--- config.mk ---
export PLATFORM = sky130hd
export DESIGN_NAME = instruction_fetch
export DESIGN_NICKNAME = d
export VERILOG_FILES = /design/src/rtl/instruction_fetch.sv
export SDC_FILE = /design/constraint.sdc
export NUM_CORES = 1
export LEC_CHECK = 0
export ABC_AREA = 1
export CAP_MARGIN = 40
export CORE_ASPECT_RATIO = 0.5
export CORE_MARGIN = 2
export CORE_UTILIZATION = 43
export CTS_CLUSTER_SIZE = 40
export DETAILED_ROUTE_END_ITERATION = 16
export PLACE_DENSITY_LB_ADDON = 0.08
export SLEW_MARGIN = 0
export SYNTH_ARGS = -nofsm -noshare
export SYNTH_HDL_FRONTEND = slang
export SYNTH_SLANG_ARGS = --single-unit
--- constraint.sdc ---
create_clock -name clk -period 2.7 [get_ports clk]
set_input_delay 0.27 -clock clk [delete_from_list [all_inputs] [get_ports clk]]
set_output_delay 0.27 -clock clk [all_outputs]
set_load 0.03 [all_outputs]
--- src/rtl/instruction_fetch.sv ---
// Fetch stage: owns the PC and drives a 1-cycle-latency instruction ROM.
// Optional halt-on-self-jump detection under IFETCH_HALT_DETECT_EN.
module instruction_fetch #(
  parameter int ADDR_W = 15,
  parameter int DATA_W = 16,
  parameter logic [ADDR_W-1:0] RESET_PC = '0
) (
  input  logic              clk,
  input  logic              reset,
  input  logic              stall,
  input  logic              jump_taken,
  input  logic [ADDR_W-1:0] jump_addr,
  output logic [ADDR_W-1:0] rom_addr,
  output logic              rom_en,
  input  logic [DATA_W-1:0] rom_data,
  output logic [DATA_W-1:0] instruction,
  output logic [ADDR_W-1:0] pc,
  output logic              instr_valid
`ifdef IFETCH_HALT_DETECT_EN
  ,
  output logic              halted
`endif
);

  logic [ADDR_W-1:0] fetch_pc;
  logic [ADDR_W-1:0] cur_pc;
  logic              valid_q;
  logic              frozen;
  logic              take_jump;

  assign take_jump = valid_q & jump_taken;

`ifdef IFETCH_HALT_DETECT_EN
  logic halt_q;

  // Hack programs end in a self-loop; park the stage once it is reached.
  always_ff @(posedge clk) begin
    if (reset) begin
      halt_q <= 1'b0;
    end else if (!stall && !halt_q && take_jump &&
                 (jump_addr == cur_pc)) begin
      halt_q <= 1'b1;
    end
  end

  assign frozen = halt_q;
  assign halted = halt_q;
`else
  assign frozen = 1'b0;
`endif

  always_ff @(posedge clk) begin
    if (reset) begin
      fetch_pc <= RESET_PC;
      cur_pc   <= RESET_PC;
      valid_q  <= 1'b0;
    end else if (!(stall || frozen)) begin
      if (take_jump) begin
        // Word fetched this edge is the fall-through; squash it.
        fetch_pc <= jump_addr;
        valid_q  <= 1'b0;
      end else begin
        cur_pc   <= fetch_pc;
        fetch_pc <= fetch_pc + ADDR_W'(1);
        valid_q  <= 1'b1;
      end
    end
  end

  assign rom_addr    = fetch_pc;
  assign rom_en      = ~stall & ~frozen;
  assign instruction = rom_data;
  assign pc          = cur_pc;
  assign instr_valid = valid_q & ~frozen;

endmodule
==> impl_metrics.py, run 1 <==
metrics = {
    "run_status": {
        "status": "complete, no violations",
    },
    "timing": {
        "slew_viol_final": 0,
        "slew_headroom": 0.516,
        "rsz0062_at_grt": "no",
        "fmax_mhz": 527,
        "hold_viol_final": 0,
        "post-route-min-period_ps": 1900,
        "fin_crit_sh": 0.703,
        "worst_pin_slew_ps": 725,
        "setup_viol": 0,
        "fin_worst_skew_ps": 2.43,
        "final.setup.tns_ps": 0,
    },
    "logic_synthesis": {
        "synth_top_flop_cell": "dfxtp_1",
        "ys_seq_area_frac": 0.373,
        "synth_seq_cells": 31,
        "syn_nets": 274,
        "synthDistinctLibCells": 23,
        "synth_warnings": 0,
        "synth_most_common_cell": "nand2_1",
        "synth.area.top_cells": "dfxtp_1 37%, buf_4 8.1%, nand2_1 7.7%",
        "synth_top_area_frac": 0.373,
        "syn_area_per_cell_um2": 6.99,
        "synth_edf_count": 0,
        "synth_common_cells": "34 x nand2_1, 31 x dfxtp_1, 31 x nor2_1, 24 x o21ai_0, 23 x a21oi_1",
        "synth_area_leader_cell": "dfxtp_1",
        "synthCells": 238,
        "synth-async-reset-ratio": 0,
        "netlist_area_um2": 1660,
    },
    "detailed_routing": {
        "topRoutingLayerUsed": "met4",
        "wl_met1_um": 2170,
        "via_count": 1661,
        "dr.pass1.iters": 4,
        "drt_first_iter_violations": 128,
        "drt.antenna.violating_nets": 0,
        "met2_length_um": 1770,
        "drt-wirelength-per-cell_um": 13.5,
        "post_drt_via_cell_ratio": 5.10,
        "drc": 0,
        "finalWirelength_um": 4390,
        "dr_wl_met3_um": 373,
    },
    "global_routing": {
        "grt.overflow.total": 0,
        "track_usage": 0.210,
        "first_global_vias": 1418,
        "grt_max_degree": 28,
        "antenna_found_initial": 0,
        "grt_pass1_wl_um": 6960,
    },
    "cts": {
        "cts.sinks": 31,
        "cts_resized": 0,
        "hold_buffers": 0,
        "clk_path_buf_depth": 2,
        "postCtsSetupRepairBufs": 0,
        "clkTransAtPathRegs_ps": 70,
        "cts_tree": "yes",
        "numCtsBuffers": 5,
        "htreeDepth": 2,
        "clk_latency_ps": 280,
        "cts_root_buf": "clkbuf_8",
    },
    "placed_design": {
        "portBuffers": 50,
        "gp_congestion": 0.789,
        "dp_hpwl_um": 3110,
    },
    "worst_setup_path": {
        "critPathMaxFanout": 9,
        "cp-start-kind": "input port",
        "crit_type": "in -> out",
        "worstPathArrival_ps": 1630,
        "required_ps": 2430,
        "endpoint_kind": "primary output",
    },
    "job": {
        "maxCapViolCount": 0,
    },
    "pwr": {
        "p_leak_nw": 0.866,
        "finalPower_mw": 1.17,
        "vdd_drop_max_mv": 0.333,
        "p_per_area_nw_per_um2": 533,
    },
    "final_layout": {
        "fin_util": 0.617,
        "area_growth_pct": 32.2,
        "antenna_cells": 0,
        "n_fill_cell": 324,
        "nNetsFinal": 310,
        "drive_above_1_share": 0.105,
    },
    "floorplan": {
        "ios": 83,
        "num_rows": 15,
        "dieWidth_um": 92.0,
        "die_h_um": 48.0,
        "die-area_um2": 4410,
        "fp.coreArea_um2": 3570,
        "initial_utilization": 0.467,
    },
    "hold_path": {
        "hold_class": "reg -> reg",
    },
}
## cell type report
cell class / instances / area [µm²] / share of cell area
inverter: 18 / 67.6 / 0.0307
clock buffer: 8 / 100 / 0.0455
tap: 51 / 63.8 / 0.0290
multi-input combinational: 162 / 802 / 0.365
sequential: 31 / 621 / 0.282
timing repair buffer: 56 / 546 / 0.248
## logic make-up after synthesis
logic type      count (synthesis)  synth area share
flops                          31             0.373
simple gates                  106             0.294
fa+ha+maj                       1           0.00752
buf+inv                        45             0.145
compound gates                 55             0.180
## power by group
group	internal, mW	switching, mW
logic	0.108	0.140
clock network	0.233	0.175
registers	0.487	0.0292
## routing by layer
layer | vias to the layer above | GRT usage
li1 | 845 | -
met1 | 735 | 0.298
met2 | 69 | 0.301
met3 | 12 | 0.0630
met4 | 0 | 0.0896
met5 | - | 0
## layout by cell type, fill, tap and decap left out
master | Yosys | routed
a21oi_1 | 23 | 23
a31oi_1 | 2 | 2
buf_4 | 18 | 6
clkbuf_1 | 5 | 1
clkbuf_8 | 0 | 7
clkdlybuf4s50_1 | 0 | 50
dfxtp_1 | 31 | 31
ha_1 | 1 | 1
inv_1 | 17 | 17
inv_2 | 1 | 1
nand2_1 | 34 | 34
nand2_2 | 5 | 5
nand3_1 | 16 | 16
nand4_1 | 7 | 7
nor2_1 | 31 | 31
nor2_2 | 2 | 2
nor2_4 | 3 | 3
nor3_1 | 5 | 5
o211ai_1 | 1 | 1
o21a_1 | 1 | 1
o21ai_0 | 24 | 24
o21bai_2 | 2 | 2
o31ai_1 | 2 | 2
or2_2 | 3 | 3
## registers in the layout, indices dropped and copies added (netlist names)
signal,count
instr_valid,1
pc,15
rom_addr,15
## worst paths after layout
| check | start | to | slack [ps] | depth (start not counted) |
|---|---|---|---|---|
| max | stall | rom_en | 800 | 3 |
| min | pc[7] | pc[7] | 470 | 2 |
| max reg2reg | rom_addr[1] | rom_addr[6] | 1150 | 7 |
| min reg2reg | pc[7] | pc[7] | 470 | 2 |
## stage by stage
stage | hold WS [ps] | instances | worst slack (ps) | area, µm²
3_3_place_gp | 469 | 318 | 802 | 2100
3_5_place_dp | 462 | 318 | 729 | 2100
2_1_floorplan | 339 | 238 | 1170 | 1660
6_report | 473 | 326 | 803 | 2200
4_1_cts | 476 | 326 | 801 | 2200
5_1_grt | 498 | 326 | 752 | 2200
## worst max-delay path: stages
cell and delay [ps]:
clkdlybuf4s50_1 550, inv_1 130, clkdlybuf4s50_1 670
Power figures use the tool's default switching activity.
==> inputs of run 2 (changes only) <==
--- a/config.mk
+++ b/config.mk
@@ -9,7 +9,7 @@
 export CAP_MARGIN = 40
 export CORE_ASPECT_RATIO = 0.5
 export CORE_MARGIN = 2
-export CORE_UTILIZATION = 43
+export CORE_UTILIZATION = 40
 export CTS_CLUSTER_SIZE = 40
 export DETAILED_ROUTE_END_ITERATION = 16
 export PLACE_DENSITY_LB_ADDON = 0.08
==> constraint.sdc (replaced) <==
create_clock -name clk -period 1.8 [get_ports clk]
set_input_delay 0.18 -clock clk [delete_from_list [all_inputs] [get_ports clk]]
set_output_delay 0.18 -clock clk [all_outputs]
set_load 0.03 [all_outputs]
==> run 2 against run 1 <==
Net effect:
- highest routed layer unchanged
- sequential cell count unchanged
- largest cell class unchanged
- clock power increased by 35%
- global-route usage increased by 0.82 points
==> impl_metrics.py, run 2 (synthesis gave the netlist of run 1 again) <==
metrics = {
    "worst_setup_path": {
        "max_stage_delay_ps": 740,
        "slowest_stage": "clkdlybuf4s50_1",
        "endpoint_kind": "primary output",
        "critPathMaxFanout": 8,
        "path_buf_inv": 1,
        "worstPathArrival_ps": 1540,
        "crit_type": "reg -> out",
        "r2r-end": "rom_addr[14]",
        "ff2ff_path_depth": 7,
        "required_ps": 1620,
        "rrSetupSlack_ps": 330,
        "crit_chain": "clkdlybuf4s50_1",
        "cp-start-kind": "register",
        "r2r-start": "rom_addr[1]",
        "path_delay_family": "buffers and inverters",
    },
    "pwr": {
        "vdd_drop_max_mv": 0.348,
        "finalPower_mw": 1.71,
        "p_leak_nw": 0.892,
        "p_per_area_nw_per_um2": 766,
    },
    "placed_design": {
        "portBuffers": 50,
        "dpl_cell_area_um2": 2150,
        "dp_hpwl_um": 3470,
        "gp_congestion": 0.853,
    },
    "cts": {
        "numCtsBuffers": 5,
        "postCtsSetupRepairBufs": 0,
        "clkTransAtPathRegs_ps": 70,
        "cts.sinks": 31,
        "htreeDepth": 2,
        "cts_resized": 0,
        "cts_tree": "yes",
        "clk_latency_ps": 290,
        "cts_root_buf": "clkbuf_8",
        "hold_buffers": 0,
        "clk_path_buf_depth": 2,
    },
    "job": {
        "maxCapViolCount": 0,
    },
    "timing": {
        "rsz0062_at_grt": "no",
        "final.setup.tns_ps": 0,
        "post-route-min-period_ps": 1720,
        "setup_viol": 0,
        "worst_pin_slew_ps": 327,
        "fin_crit_sh": 0.958,
        "slew_headroom": 0.781,
        "slew_viol_final": 0,
        "hold_viol_final": 0,
        "fmax_mhz": 580,
        "fin_worst_skew_ps": 3.66,
    },
    "detailed_routing": {
        "post_drt_via_cell_ratio": 5.09,
        "finalWirelength_um": 4710,
        "via_count": 1704,
        "drt.antenna.violating_nets": 0,
        "drt_first_iter_violations": 124,
        "drt-wirelength-per-cell_um": 14.0,
        "drc": 0,
        "dr.pass1.iters": 4,
    },
    "global_routing": {
        "grt_max_degree": 20,
        "grt.overflow.total": 0,
        "grt_pass1_wl_um": 7700,
        "first_global_vias": 1509,
        "track_usage": 0.219,
        "antenna_found_initial": 0,
    },
    "hold_path": {
        "holdPathEnd": "instruction[1]",
        "hold_start": "rom_data[1]",
        "holdPathStages": 0,
        "hold_class": "in -> out",
    },
    "final_layout": {
        "antenna_cells": 0,
        "drive_above_1_share": 0.132,
        "layout_common_cells": "49 x clkdlybuf4s50_1, 34 x nand2_1, 31 x nor2_1, 31 x dfxtp_1, 24 x o21ai_0",
        "area_growth_pct": 34.0,
        "design_area_um2": 2230,
        "nNetsFinal": 316,
        "layout_commonest_cell": "clkdlybuf4s50_1",
    },
    "run_status": {
        "status": "complete, no violations",
    },
    "floorplan": {
        "dieWidth_um": 95.2,
        "initial_utilization": 0.422,
        "num_rows": 16,
        "fp.coreArea_um2": 3940,
        "die-area_um2": 4720,
        "ios": 83,
        "die_h_um": 49.6,
    },
}
[run 2: layout make-up]
| type | count | area (µm²) |
|---|---|---|
| clock buffers | 5 | 68.8 |
| clock inverters | 3 | 15.0 |
| fillers | 401 | 1710 |
| inverters | 18 | 67.6 |
| multi-input cells | 162 | 802 |
| flip-flops and latches | 31 | 621 |
| well taps | 54 | 67.6 |
| repair buffers | 62 | 588 |
[run 2: layer usage]
| metal | global-route usage | vias up | part of all wire | routed length (µm) |
|---|---|---|---|---|
| met2 | 0.275 | 69 | 0.40 | 1870 |
| li1 | - | 855 | - | - |
| met5 | 0 | - | 0 | 0 |
| met1 | 0.326 | 763 | 0.49 | 2330 |
| met4 | 0.101 | 0 | 0.021 | 98 |
| met3 | 0.0734 | 17 | 0.088 | 414 |
[run 2: worst max-delay path by stage]
stage	start	endpoint	slack, ps	cells after the start
after floorplan	rom_addr[1]	rom_addr[6]	270	6
after global placement	jump_taken	rom_addr[6]	290	8
after detailed placement	jump_taken	rom_addr[6]	290	8
after CTS	rom_addr[2]	rom_addr[2]	70	1
after global routing	rom_addr[2]	rom_addr[2]	4	1
final	rom_addr[2]	rom_addr[2]	80	1
[run 2: where the power goes]
group	switching [mW]	total (mW)	internal (mW)
combinational	0.214	0.385	0.171
sequential	0.0448	0.775	0.730
clock	0.285	0.549	0.264
total	0.544	1.71	1.16
[run 2: metrics by stage]
| stage | instances | utilization | setup slack [ps] | hold WS, ps |
|---|---|---|---|---|
| finish | 335 | 0.565 | 75.4 | 360 |
| global route | 335 | 0.565 | 4.08 | 360 |
| CTS | 335 | 0.565 | 72.8 | 360 |
| detailed placement | 327 | 0.544 | 286 | 360 |
| global placement | 327 | 0.544 | 290 | 360 |
| floorplan | 238 | - | 271 | 249 |
==> inputs of run 3 (changes only) <==
--- a/config.mk
+++ b/config.mk
@@ -13,7 +13,7 @@
 export CTS_CLUSTER_SIZE = 40
 export DETAILED_ROUTE_END_ITERATION = 16
 export PLACE_DENSITY_LB_ADDON = 0.08
-export SLEW_MARGIN = 0
 export SYNTH_ARGS = -nofsm -noshare
 export SYNTH_HDL_FRONTEND = slang
 export SYNTH_SLANG_ARGS = --single-unit
+export TNS_END_PERCENT = 50
==> constraint.sdc (replaced) <==
create_clock -name clk -period 1.6 [get_ports clk]
set_input_delay 0.16 -clock clk [delete_from_list [all_inputs] [get_ports clk]]
set_output_delay 0.16 -clock clk [all_outputs]
set_load 0.03 [all_outputs]
==> run 3 against run 2 <==
Net effect:
- first-iteration DRC count shrank 46%
- combinational power grew 10%
- register-to-register slack lost 130 ps
- clock power grew 14%
- clock-buffer cell count grew 1
- worst hold slack lost 40 ps
- sequential share of layout area shrank 0.16 points
- total power grew 13%
- worst setup slack lost 31 ps
- final cell count is the same
- largest power group unchanged
==> impl_metrics.py, run 3 (synthesis gave the netlist of run 1 again) <==
metrics = {
    "detailed_routing": {
        "via_count": 1669,
        "drt.antenna.violating_nets": 0,
        "drt-wirelength-per-cell_um": 13.8,
        "dr.pass1.iters": 4,
        "post_drt_via_cell_ratio": 4.98,
        "finalWirelength_um": 4610,
        "drt_first_iter_violations": 67,
        "drc": 0,
    },
    "global_routing": {
        "grt_pass1_wl_um": 7110,
        "grt.overflow.total": 0,
        "grt_max_degree": 18,
        "first_global_vias": 1476,
        "antenna_found_initial": 0,
        "track_usage": 0.196,
    },
    "worst_setup_path": {
        "max_stage_delay_ps": 710,
        "path_delay_family": "buffers and inverters",
        "crit_type": "reg -> out",
        "path_buf_inv": 1,
        "cp.depth": 1,
        "ff2ff_path_depth": 6,
        "endpoint_kind": "primary output",
        "required_ps": 1440,
        "slowest_stage": "clkdlybuf4s50_1",
        "crit_chain": "clkdlybuf4s50_1",
        "critPathMaxFanout": 5,
        "cp-start-kind": "register",
        "rrSetupSlack_ps": 200,
        "worstPathArrival_ps": 1400,
    },
    "timing": {
        "post-route-min-period_ps": 1560,
        "slew_headroom": 0.781,
        "fin_hold_ws_ps": 320,
        "rsz0062_at_grt": "no",
        "fin_worst_skew_ps": 7.36,
        "hold_viol_final": 0,
        "setup_viol": 0,
        "slew_viol_final": 0,
        "worst_pin_slew_ps": 329,
        "worst_slack_ps": 44.1,
        "fmax_mhz": 643,
        "fin_crit_sh": 0.972,
        "final.setup.tns_ps": 0,
    },
    "floorplan": {
        "num_rows": 16,
        "die-area_um2": 4720,
        "fp.coreArea_um2": 3940,
        "die_h_um": 49.6,
        "initial_utilization": 0.422,
        "dieWidth_um": 95.2,
        "ios": 83,
    },
    "cts": {
        "clk_path_buf_depth": 2,
        "hold_buffers": 0,
        "cts_resized": 7,
        "numCtsBuffers": 5,
        "htreeDepth": 2,
        "cts_tree": "yes",
        "cts.sinks": 31,
        "cts_root_buf": "clkbuf_8",
        "clk_latency_ps": 280,
        "postCtsSetupRepairBufs": 0,
        "clkTransAtPathRegs_ps": 70,
    },
    "final_layout": {
        "layout_common_cells": "39 x clkdlybuf4s50_1, 34 x nand2_1, 31 x dfxtp_1, 30 x nor2_1, 24 x o21ai_0",
        "area_growth_pct": 34.7,
        "n_fill_cell": 386,
        "nNetsFinal": 317,
        "antenna_cells": 0,
        "design_area_um2": 2240,
        "fin_util": 0.569,
        "layout_commonest_cell": "clkdlybuf4s50_1",
        "final_cell_count_no_fill": 335,
        "drive_above_1_share": 0.135,
    },
    "placed_design": {
        "gp_congestion": 0.843,
        "dp_slack_ps": 128,
        "dpl_cell_area_um2": 2150,
        "dp_hpwl_um": 3420,
        "portBuffers": 50,
        "dp_cells": 328,
    },
    "pwr": {
        "p_per_area_nw_per_um2": 858,
        "vdd_drop_max_mv": 0.502,
        "finalPower_mw": 1.92,
        "p_leak_nw": 0.973,
    },
    "job": {
        "maxCapViolCount": 0,
    },
    "hold_path": {
        "hold_class": "in -> out",
        "holdPathStages": 0,
    },
    "run_status": {
        "status": "complete, no violations",
    },
}
[run 3: cell count changes in the layout (fill, tap and decap cells not counted), sizes merged]
| cell | before | now |
|---|---|---|
| buf | 13 | 14 |
| clkbuf | 5 | 6 |
| clkdlybuf4s50 | 49 | 39 |
| clkinv | 3 | 1 |
| dlygate4sd2 | 0 | 7 |
| dlymetal6s2s | 0 | 3 |
[run 3: path summary, 6_finish.rpt]
check | from | to
max | rom_addr[8] | rom_addr[8]
min | rom_data[1] | instruction[1]
max reg2reg | rom_addr[1] | rom_addr[6]
min reg2reg | pc[8] | pc[8]
[run 3: metal layers]
metal | track usage | routed length, µm | up-vias
met3 | 0.0520 | 335 | 12
met1 | 0.301 | 2370 | 742
met2 | 0.268 | 1860 | 61
met5 | 0 | 0 | -
met4 | 0.0459 | 46 | 0
li1 | - | - | 854
[run 3: layout make-up]
class | count | area (µm²) | area share
clock inverter | 1 | 5.00 | 0.00223
tap | 54 | 67.6 | 0.0301
inverter | 18 | 67.6 | 0.0301
multi-input combinational | 162 | 805 | 0.359
sequential | 31 | 621 | 0.277
timing repair buffer | 63 | 594 | 0.265
clock buffer | 6 | 82.6 | 0.0368
[run 3: power by group]
part	leakage [nW]	internal [mW]	switching [mW]
Sequential	0.255	0.821	0.0509
Clock	0.0470	0.337	0.289
Combinational	0.670	0.186	0.240
Total	0.973	1.34	0.579
